**src/rtl/pgm_ctl.sv**
```systemverilog
// Run-control sequencer for the packet generator: decodes register accesses on
// the control-packet chain and sequences the reader flags through a run.
module pgm_ctl #(
  parameter string      PLATFORM = "Xilinx",
  parameter logic [7:0] LMID     = 8'd60
) (
  input  logic          clk,
  input  logic          rst_n,
  input  logic          wr_load_done,
  input  logic          rd_pkt_done,
  output logic          pgm_bypass_flag,
  output logic          pgm_sent_start_flag,
  output logic          pgm_sent_finish_flag,
  output logic          pgm_clr,
  output logic          pgm_busy,
  input  logic [133:0]  cin_ctl_data,
  input  logic          cin_ctl_data_wr,
  output logic          cout_ctl_ready,
  output logic [133:0]  cout_ctl_data,
  output logic          cout_ctl_data_wr,
  input  logic          cin_ctl_ready
);

  typedef enum logic [4:0] {
    S_IDLE = 5'b00001,
    S_ARM  = 5'b00010,
    S_RUN  = 5'b00100,
    S_FIN  = 5'b01000,
    S_DONE = 5'b10000
  } state_t;

  state_t       r_state;
  state_t       w_state_next;

  logic         r_bypass_en;
  logic [31:0]  r_pkt_target;
  logic [31:0]  r_cyc_limit;
  logic [31:0]  r_pkt_cnt;
  logic [31:0]  r_cyc_cnt;

  logic         r_bypass_flag;
  logic         r_start_flag;
  logic         r_finish_flag;
  logic         r_clr;
  logic         r_busy;
  logic [133:0] r_cout_data;
  logic         r_cout_wr;

  logic         w_hdr;
  logic         w_is_wr;
  logic         w_is_rd;
  logic [31:0]  w_addr;
  logic [31:0]  w_wdata;
  logic [31:0]  w_rdata;
  logic         w_start;
  logic         w_stop;
  logic         w_ctrl_wr;
  logic         w_bypass_en_next;
  logic         w_counting;
  logic [31:0]  w_pkt_inc;
  logic [31:0]  w_cyc_inc;
  logic [31:0]  w_pkt_upd;
  logic [31:0]  w_cyc_upd;
  logic         w_end_cond;
  logic         w_clr_cnt;

  // Only the first beat of a packet addressed to this module is decoded.
  assign w_hdr   = cin_ctl_data_wr && cin_ctl_ready &&
                   (cin_ctl_data[133:132] == 2'b01) &&
                   (cin_ctl_data[103:96] == LMID);
  assign w_is_wr = w_hdr && (cin_ctl_data[126:124] == 3'b010);
  assign w_is_rd = w_hdr && (cin_ctl_data[126:124] == 3'b001);
  assign w_addr  = cin_ctl_data[95:64];
  assign w_wdata = cin_ctl_data[31:0];

  assign w_ctrl_wr        = w_is_wr && (w_addr == 32'h0);
  assign w_start          = w_ctrl_wr && w_wdata[0];
  assign w_stop           = w_ctrl_wr && w_wdata[1];
  assign w_bypass_en_next = w_ctrl_wr ? w_wdata[2] : r_bypass_en;

  always_comb begin
    w_rdata = 32'hffff_ffff;
    case (w_addr)
      32'h0:   w_rdata = {29'd0, r_bypass_en, 2'b00};
      32'h1:   w_rdata = r_pkt_target;
      32'h2:   w_rdata = r_cyc_limit;
      32'h3:   w_rdata = {27'd0, r_state};
      32'h4:   w_rdata = r_pkt_cnt;
      32'h5:   w_rdata = r_cyc_cnt;
      default: w_rdata = 32'hffff_ffff;
    endcase
  end

  // Saturating increments; the two forms are equivalent, picked per vendor.
  generate
    if (PLATFORM == "Xilinx") begin : g_inc_xlnx
      assign w_pkt_inc = (&r_pkt_cnt) ? r_pkt_cnt : r_pkt_cnt + 32'd1;
      assign w_cyc_inc = (&r_cyc_cnt) ? r_cyc_cnt : r_cyc_cnt + 32'd1;
    end else begin : g_inc_generic
      logic [32:0] w_pkt_sum;
      logic [32:0] w_cyc_sum;
      assign w_pkt_sum = {1'b0, r_pkt_cnt} + 33'd1;
      assign w_cyc_sum = {1'b0, r_cyc_cnt} + 33'd1;
      assign w_pkt_inc = w_pkt_sum[32] ? r_pkt_cnt : w_pkt_sum[31:0];
      assign w_cyc_inc = w_cyc_sum[32] ? r_cyc_cnt : w_cyc_sum[31:0];
    end
  endgenerate

  assign w_counting = (r_state == S_RUN) || (r_state == S_FIN);
  assign w_pkt_upd  = (w_counting && rd_pkt_done) ? w_pkt_inc : r_pkt_cnt;
  assign w_cyc_upd  = w_counting ? w_cyc_inc : r_cyc_cnt;

  // End-of-run test uses the counts as they will be after this cycle.
  assign w_end_cond = w_stop ||
                      ((r_pkt_target != 32'd0) && (w_pkt_upd >= r_pkt_target - 32'd1)) ||
                      ((r_cyc_limit  != 32'd0) && (w_cyc_upd >= r_cyc_limit));

  always_comb begin
    w_state_next = r_state;
    w_clr_cnt    = 1'b0;
    case (r_state)
      S_IDLE: begin
        if (w_start) begin
          w_clr_cnt    = 1'b1;
          w_state_next = wr_load_done ? S_RUN : S_ARM;
        end
      end
      S_ARM: begin
        if (w_stop)
          w_state_next = S_IDLE;
        else if (wr_load_done)
          w_state_next = S_RUN;
      end
      S_RUN: begin
        if (w_end_cond)
          w_state_next = S_FIN;
      end
      S_FIN: begin
        if (rd_pkt_done)
          w_state_next = S_DONE;
      end
      S_DONE:  w_state_next = S_IDLE;
      default: w_state_next = S_IDLE;
    endcase
  end

  always_ff @(posedge clk or negedge rst_n) begin
    if (!rst_n) begin
      r_state   <= S_IDLE;
      r_pkt_cnt <= 32'd0;
      r_cyc_cnt <= 32'd0;
    end else begin
      r_state <= w_state_next;
      if (w_clr_cnt) begin
        r_pkt_cnt <= 32'd0;
        r_cyc_cnt <= 32'd0;
      end else begin
        r_pkt_cnt <= w_pkt_upd;
        r_cyc_cnt <= w_cyc_upd;
      end
    end
  end

  // Run parameters are frozen once a run has been started.
  always_ff @(posedge clk or negedge rst_n) begin
    if (!rst_n) begin
      r_bypass_en  <= 1'b1;
      r_pkt_target <= 32'd0;
      r_cyc_limit  <= 32'd0;
    end else begin
      r_bypass_en <= w_bypass_en_next;
      if (w_is_wr && (r_state == S_IDLE)) begin
        if (w_addr == 32'h1)
          r_pkt_target <= w_wdata;
        if (w_addr == 32'h2)
          r_cyc_limit <= w_wdata;
      end
    end
  end

  always_ff @(posedge clk or negedge rst_n) begin
    if (!rst_n) begin
      r_bypass_flag <= 1'b0;
      r_start_flag  <= 1'b0;
      r_finish_flag <= 1'b0;
      r_clr         <= 1'b0;
      r_busy        <= 1'b0;
    end else begin
      r_bypass_flag <= (w_state_next == S_IDLE) && w_bypass_en_next;
      r_start_flag  <= (w_state_next == S_RUN) || (w_state_next == S_FIN);
      r_finish_flag <= (w_state_next == S_FIN);
      r_clr         <= (w_state_next == S_DONE);
      r_busy        <= (w_state_next == S_ARM) || (w_state_next == S_RUN) ||
                       (w_state_next == S_FIN);
    end
  end

  always_ff @(posedge clk or negedge rst_n) begin
    if (!rst_n) begin
      r_cout_data <= '0;
      r_cout_wr   <= 1'b0;
    end else begin
      r_cout_wr <= cin_ctl_data_wr;
      if (w_is_rd)
        r_cout_data <= {cin_ctl_data[133:128], 4'b1011, cin_ctl_data[123:32], w_rdata};
      else
        r_cout_data <= cin_ctl_data;
    end
  end

  assign pgm_bypass_flag      = r_bypass_flag;
  assign pgm_sent_start_flag  = r_start_flag;
  assign pgm_sent_finish_flag = r_finish_flag;
  assign pgm_clr              = r_clr;
  assign pgm_busy             = r_busy;
  assign cout_ctl_data        = r_cout_data;
  assign cout_ctl_data_wr     = r_cout_wr;
  assign cout_ctl_ready       = cin_ctl_ready;

endmodule

```
**config.mk**
```make
export PLATFORM = sky130hd
export DESIGN_NAME = pgm_ctl
export DESIGN_NICKNAME = d
export VERILOG_FILES = /design/src/rtl/pgm_ctl.sv
export SDC_FILE = /design/constraint.sdc
export NUM_CORES = 1
export LEC_CHECK = 0
export BUFFER_PORTS_ARGS = -buffer_cell sky130_fd_sc_hd__buf_2
export CORE_ASPECT_RATIO = 0.75
export CORE_UTILIZATION = 45
export DETAILED_ROUTE_END_ITERATION = 6
export GPL_TIMING_DRIVEN = 0
export PLACE_DENSITY = 0.71
export SLEW_MARGIN = 15
export SYNTH_ARGS = -nofsm -noshare
export SYNTH_HDL_FRONTEND = slang
export SYNTH_SLANG_ARGS = --single-unit
```
**constraint.sdc**
```tcl
create_clock -name clk -period 11.2 [get_ports clk]
set_clock_uncertainty 0.05 [all_clocks]
set_input_delay 1.68 -clock clk [delete_from_list [all_inputs] [get_ports clk]]
set_output_delay 1.68 -clock clk [all_outputs]
set_load 0.03 [all_outputs]
```
==> results of run 1 <==
[registers in the layout, indices dropped and copies added (netlist names)]
register,cells
pgm_sent_finish_flag,1
r_pkt_cnt,32
pgm_bypass_flag,1
r_state,5
r_pkt_target,32
pgm_busy,1
r_cyc_limit,32
cout_ctl_data,134
r_cyc_cnt,32
cout_ctl_data_wr,1
r_bypass_en,1
pgm_clr,1
pgm_sent_start_flag,1
[cell families (layout without fill, tap and decap cells)]
| logic type | Yosys count | after routing | share of synthesized area [%] |
|---|---|---|---|
| AND/OR/NAND/NOR | 437 | 437 | 17.7 |
| XOR/XNOR | 87 | 87 | 5.89 |
| multiplexers | 73 | 73 | 6.28 |
| buffers and inverters | 89 | 420 | 2.76 |
| AO/OA/AOI/OAI | 138 | 138 | 8.37 |
| adder cells (fa/ha/maj) | 68 | 68 | 6.52 |
| flip-flops | 274 | 274 | 52.5 |
[layer usage]
| layer | vias up | global-route usage (%) | part of all wire, % | routed length (um) |
|---|---|---|---|---|
| li1 | 4799 | - | - | - |
| met1 | 5171 | 38.9 | 46 | 17300 |
| met2 | 458 | 38.8 | 43 | 16100 |
| met3 | 51 | 4.44 | 8.8 | 3300 |
| met4 | 2 | 5.04 | 1.8 | 689 |
| met5 | - | 0 | 0.029 | 11 |
[synth_stat cells, types with 3 or more instances]
cell and count:
and2_1 6, o31a_1 4, a221o_1 28, xor2_1 35, nor4_1 30, and4_1 4, or4_1 8, a21oi_1 27
nor2_1 113, and3_1 17, ha_1 68, nor3_1 30, nand4_1 28, o21ai_0 12, nand2_1 63, a22o_1 3
nand2b_1 4, or2_2 4, or3_1 5, nand3_1 36, buf_2 6, a211oi_1 6, nor2b_1 66, dfrtp_1 272
a221oi_1 34, xnor2_1 51, clkbuf_1 35, inv_1 42, mux2_2 69, buf_1 3, nor3b_1 3
[layout by cell type, fill, tap and decap left out, drive strengths merged, types with 10 or more instances in the layout]
cell type / instances
nand4: 29
nand3: 36
xnor2: 52
dfrtp: 272
o21ai: 13
nor3: 33
mux2: 71
ha: 68
buf: 294
nor2: 113
a221o: 29
a221oi: 34
a21oi: 27
nor4: 30
xor2: 35
or4: 10
clkbuf: 70
nand2: 63
and3: 18
inv: 43
nor2b: 66
[stage by stage]
step	area (sq um)	utilization [%]	total power [uW]	std cells	setup WS, ps
after floorplan	13100	-	1100	1166	6510
after global placement	14900	52.9	1180	1831	3460
after detailed placement	15000	53.1	1180	1833	4930
after CTS	15900	56.3	2100	1882	5470
after global routing	15900	56.3	2140	1882	5100
final	15900	56.3	2070	1882	5370
[worst paths after layout]
kind | startpoint | endpoint | slack, ps | depth (start not counted)
max in group asynchronous | rst_n | cout_ctl_data[64] | 8660 | 3
max reg2reg | r_pkt_cnt[0] | r_state[2] | 5520 | 15
min | r_cyc_limit[1] | r_cyc_limit[1] | 530 | 1
max | rd_pkt_done | r_state[2] | 5370 | 14
min reg2reg | r_cyc_limit[1] | r_cyc_limit[1] | 530 | 1
min in group asynchronous | rst_n | cout_ctl_data[34] | 1070 | 1
[area by class of cell]
class                      count  area [sq um]
fill                        2523         12300
sequential                   274          6860
multi-input combinational    803          5840
timing repair buffer         282          1470
clock buffer                  35           756
tap                          385           482
buffer                        47           203
inverter                      42           158
clock inverter                14           136
[worst register-to-register path, cell delays in order, from the launching register on]
cell	delay, ps
dfrtp_1	450
ha_1	180
clkbuf_1	450
and3_1	250
nand3_1	130
nor4_1	660
nor3b_1	960
nand2_1	160
xnor2_1	200
ha_1	340
nand4_1	180
or4_1	590
nor3_1	220
a211oi_1	160
o21ai_0	430
o31ai_1	150
[report_power, final]
part / internal [uW] / leakage, uW / switching (uW)
Clock: 523 / 0.000441 / 389
Combinational: 42.0 / 0.00407 / 100
Sequential: 1010 / 0.00350 / 5.53
Total: 1580 / 0.00801 / 495
==> impl_metrics.json, run 1 <==
{
  "post-route-drc-count": 0,
  "coreArea_sq_um": 28200,
  "crit_path_max_fanout": 5,
  "hold_path.class": "register to register",
  "syn_area_sq_um": 13100,
  "cp_data_required_time_ps": 11580,
  "ys.flop_type": "dfrtp_1",
  "yosys.area.top_type_share_pct": 52.1,
  "maxSlewViolCount": 0,
  "synth_edf_count": 0,
  "powerDensity_nw_per_um2": 130,
  "dieArea_sq_um": 29700,
  "die_x_um": 199,
  "diodes": 0,
  "yosys_register_bits": 274,
  "start_util_pct": 46.2,
  "cts-hold-fix-buffers": 0,
  "drtAntennaViolNets": 0,
  "hold_ws_ps": 533,
  "port_buffers": 280,
  "grt_pass1_wl_um": 58500,
  "ctsLongestPathBuffers": 3,
  "num_vias": 10500,
  "end_kind": "register",
  "wl_per_cell_um": 19.9,
  "antenna_found_initial": 1,
  "area_growth_pct": 21.8,
  "rsz0062_at_grt": "no",
  "critPathKind": "primary input to register",
  "grt_max_degree": 103,
  "layout-drive-gt1-share_pct": 28.6,
  "finalHoldViolations": 0,
  "vdd.ir_drop.worst_uv": 117,
  "io_pins": 281,
  "crit_slowest_cell": "nor3b_1",
  "wl_um": 37400,
  "drtPass1Iterations": 5,
  "crit_buf_inv": 1,
  "fp.dieH_um": 150,
  "path_cells": "buf_2 -> and3_1 -> nand3_1 -> nor4_1 -> nor3b_1 -> nand2_1 -> xnor2_1 -> ha_1 -> nand4_1 -> or4_1 -> nor3_1 -> a211oi_1 -> o21ai_0 -> o31ai_1",
  "cp-start-kind": "primary input",
  "critPathMaxStageDelay_ps": 960,
  "synth_area_leaders": "dfrtp_1 (52%), ha_1 (6.5%), mux2_2 (6.0%)",
  "finalCritPeriodShare_pct": 52.1,
  "vias_per_cell": 5.57,
  "ctsRootBufferMaster": "clkbuf_16",
  "cts_resized": 0,
  "grt.overflow.total": 0,
  "cp_top_family": "simple AND/OR/NAND/NOR gates",
  "rows": 53,
  "clock_latency_ps": 560,
  "synth_cell_types": 69,
  "post-cts-setup-buffers": 0,
  "nets": 1685,
  "cts_tree": "done",
  "worst_pin_slew_ps": 1110,
  "maxCapViolations": 0,
  "cts.sink_count": 274,
  "slew_headroom_pct": 26.1,
  "avgSynthCellArea_sq_um": 11.2,
  "cts_buffers": 27,
  "fin_crit_ps": 5830,
  "grt_pass1_vias": 10400,
  "synth_area_leader_cell": "dfrtp_1",
  "netlist_instances": 1166,
  "grt_usage_pct": 25.8,
  "ys_warn_count": 0,
  "setup_viol": 0,
  "drt-initial-drc-count": 885,
  "async_flop_share_pct": 100,
  "clkTransAtPathRegs_ps": 70,
  "cp.arrival_ps": 6210,
  "fmaxAchievable_mhz": 171,
  "finalSetupTns_ps": 0,
  "gp_congestion": 0.930,
  "ys_seq_area_share_pct": 52.5,
  "syn-num-nets": 1374,
  "status": "completed",
  "leakage_uw": 0.00801,
  "hpwlAfterDp_um": 28400,
  "h-tree-depth": 1
}
Power figures use the tool's default switching activity.
==> run 2: changes to the inputs <==
clock period = 5.55 ns   (was 11.2 ns; I/O delays follow)
==> impl_metrics.json, run 2 (synthesized netlist as in run 1, its figures left out) <==
{
  "antenna_found_initial": 1,
  "num_vias": 10500,
  "clock_latency_ps": 560,
  "grt_usage_pct": 25.8,
  "swShare_pct": 23.8,
  "setup_viol": 0,
  "slew_headroom_pct": 29.6,
  "grt_pass1_vias": 10400,
  "h-tree-depth": 1,
  "leakage_uw": 0.00801,
  "post-route-drc-count": 0,
  "vdd.ir_drop.worst_uv": 237,
  "finalHoldViolations": 0,
  "critPathKind": "register to register",
  "final_cell_mix": "buf_2 (285), dfrtp_1 (272), nor2_1 (113), mux2_2 (69), ha_1 (68)",
  "diodes": 0,
  "port_buffers": 280,
  "sequentialPowerShare_pct": 49.2,
  "regToRegStartpoint": "r_pkt_cnt[21]",
  "fmaxAchievable_mhz": 185,
  "fin_crit_ps": 5410,
  "grt_pass1_wl_um": 58500,
  "critPathLaunch": "r_pkt_cnt[21]",
  "worst_pin_slew_ps": 1050,
  "vias_per_cell": 5.56,
  "coreArea_sq_um": 28200,
  "drtAntennaViolNets": 0,
  "finalPower_uw": 4180,
  "p_int_uw": 3190,
  "final_common_cell": "buf_2",
  "finalCritPeriodShare_pct": 97.4,
  "cts.sink_count": 274,
  "cp_data_required_time_ps": 5940,
  "wl_um": 37500,
  "path_cells": "and3_1 -> nand4_1 -> nor4_1 -> nor2_1 -> xnor2_1 -> ha_1 -> nand2b_1 -> a2111oi_0 -> o22ai_1 -> or3_1 -> a211oi_1 -> o21ai_0 -> o31a_1",
  "end_kind": "register",
  "regToRegEndpoint": "pgm_sent_finish_flag",
  "post-cts-setup-buffers": 0,
  "crit_path_max_fanout": 8,
  "nets": 1685,
  "gp_congestion": 0.930,
  "crit_path_end": "pgm_sent_finish_flag",
  "critPathMaxStageDelay_ps": 690,
  "drtPass1Iterations": 5,
  "clkTransAtPathRegs_ps": 60,
  "maxCapViolations": 0,
  "ctsLongestPathBuffers": 3,
  "status": "completed",
  "r2r_slack_ps": 140,
  "crit_slowest_cell": "a2111oi_0",
  "fp.dieH_um": 150,
  "hold_ws_ps": 216,
  "grt_max_degree": 103,
  "power_switching_uw": 997,
  "wl_per_cell_um": 19.9,
  "io_pins": 281,
  "cp.arrival_ps": 5800,
  "reg2reg_depth": 13,
  "hpwlAfterDp_um": 28400,
  "dieArea_sq_um": 29700,
  "hold_path.class": "primary input to async pin",
  "die_x_um": 199,
  "stdcell_area_sq_um": 15900,
  "start_util_pct": 46.2,
  "rows": 53,
  "ctsRootBufferMaster": "clkbuf_16",
  "pwr-share-comb_pct": 6.9,
  "drt-initial-drc-count": 922,
  "area_growth_pct": 21.9,
  "cts_tree": "done",
  "layout-drive-gt1-share_pct": 28.7,
  "maxSlewViolCount": 0,
  "postPlaceCellArea_sq_um": 15000,
  "powerDensity_nw_per_um2": 263,
  "largest_reg_flops": 134,
  "grt.overflow.total": 0,
  "p_clk_share_pct": 44.0,
  "cp-start-kind": "register",
  "cts_buffers": 27
}
==> run 2: stage by stage <==
stage | worst slack, ps | utilization, % | cells | TNS, ps
3_3_place_gp | -1340 | 52.9 | 1831 | -353820
5_1_grt | -20.3 | 56.3 | 1882 | -36.2
3_5_place_dp | 28.9 | 53.1 | 1833 | 0
4_1_cts | 326 | 56.3 | 1882 | 0
6_report | 142 | 56.3 | 1882 | 0
2_1_floorplan | 1360 | - | 1166 | 0
==> run 2: layout make-up <==
cell class / instances / area, sq um
buffer: 47 / 203
clock buffer: 35 / 756
clock inverter: 14 / 136
fill: 2523 / 12300
inverter: 42 / 158
multi-input combinational: 803 / 5850
sequential: 274 / 6860
tap: 385 / 482
timing repair buffer: 282 / 1470
==> run 2: worst min path at each step <==
stage,from,endpoint,cells after the start
2_1_floorplan,r_cyc_limit[3],r_cyc_limit[3],1
3_3_place_gp,r_cyc_limit[31],r_cyc_limit[31],1
3_5_place_dp,r_cyc_limit[1],r_cyc_limit[1],1
4_1_cts,rst_n,cout_ctl_data[34],1
5_1_grt,rst_n,cout_ctl_data[34],1
6_report,rst_n,cout_ctl_data[34],1
==> run 2: power by group through the flow <==
stage / Combinational (uW) / Clock (uW) / Sequential (uW)
floorplan: 19.6 / 0 / 2200
global placement: 283 / 0 / 2090
detailed placement: 292 / 0 / 2090
CTS: 292 / 1880 / 2060
global route: 311 / 1950 / 2060
finish: 287 / 1840 / 2060
==> run 2: worst max-delay path, delay by kind of cell, from the launching register on <==
family	cells	cell delay, ps
and+or+nand+nor	6	2270
AOI/OAI and AO/OA	5	1970
DFF	1	430
xor gates and xnor gates	1	300
adders and majority gates	1	270
==> run 2: layer usage <==
metal	part of all wire, %	vias to the layer above	track usage, %	wire (um)
li1	-	4791	-	-
met1	46	5176	38.9	17300
met2	44	453	38.8	16300
met3	8.7	43	4.44	3240
met4	1.6	2	5.04	585
met5	0.029	-	0	11
==> run 2: timing repair <==
| action | in CTS | in global routing |
|---|---|---|
| hold buffers | 0 | 0 |
| endpoints found under the setup margin | 3 | 3 |
| resized for setup | 1 | 1 |
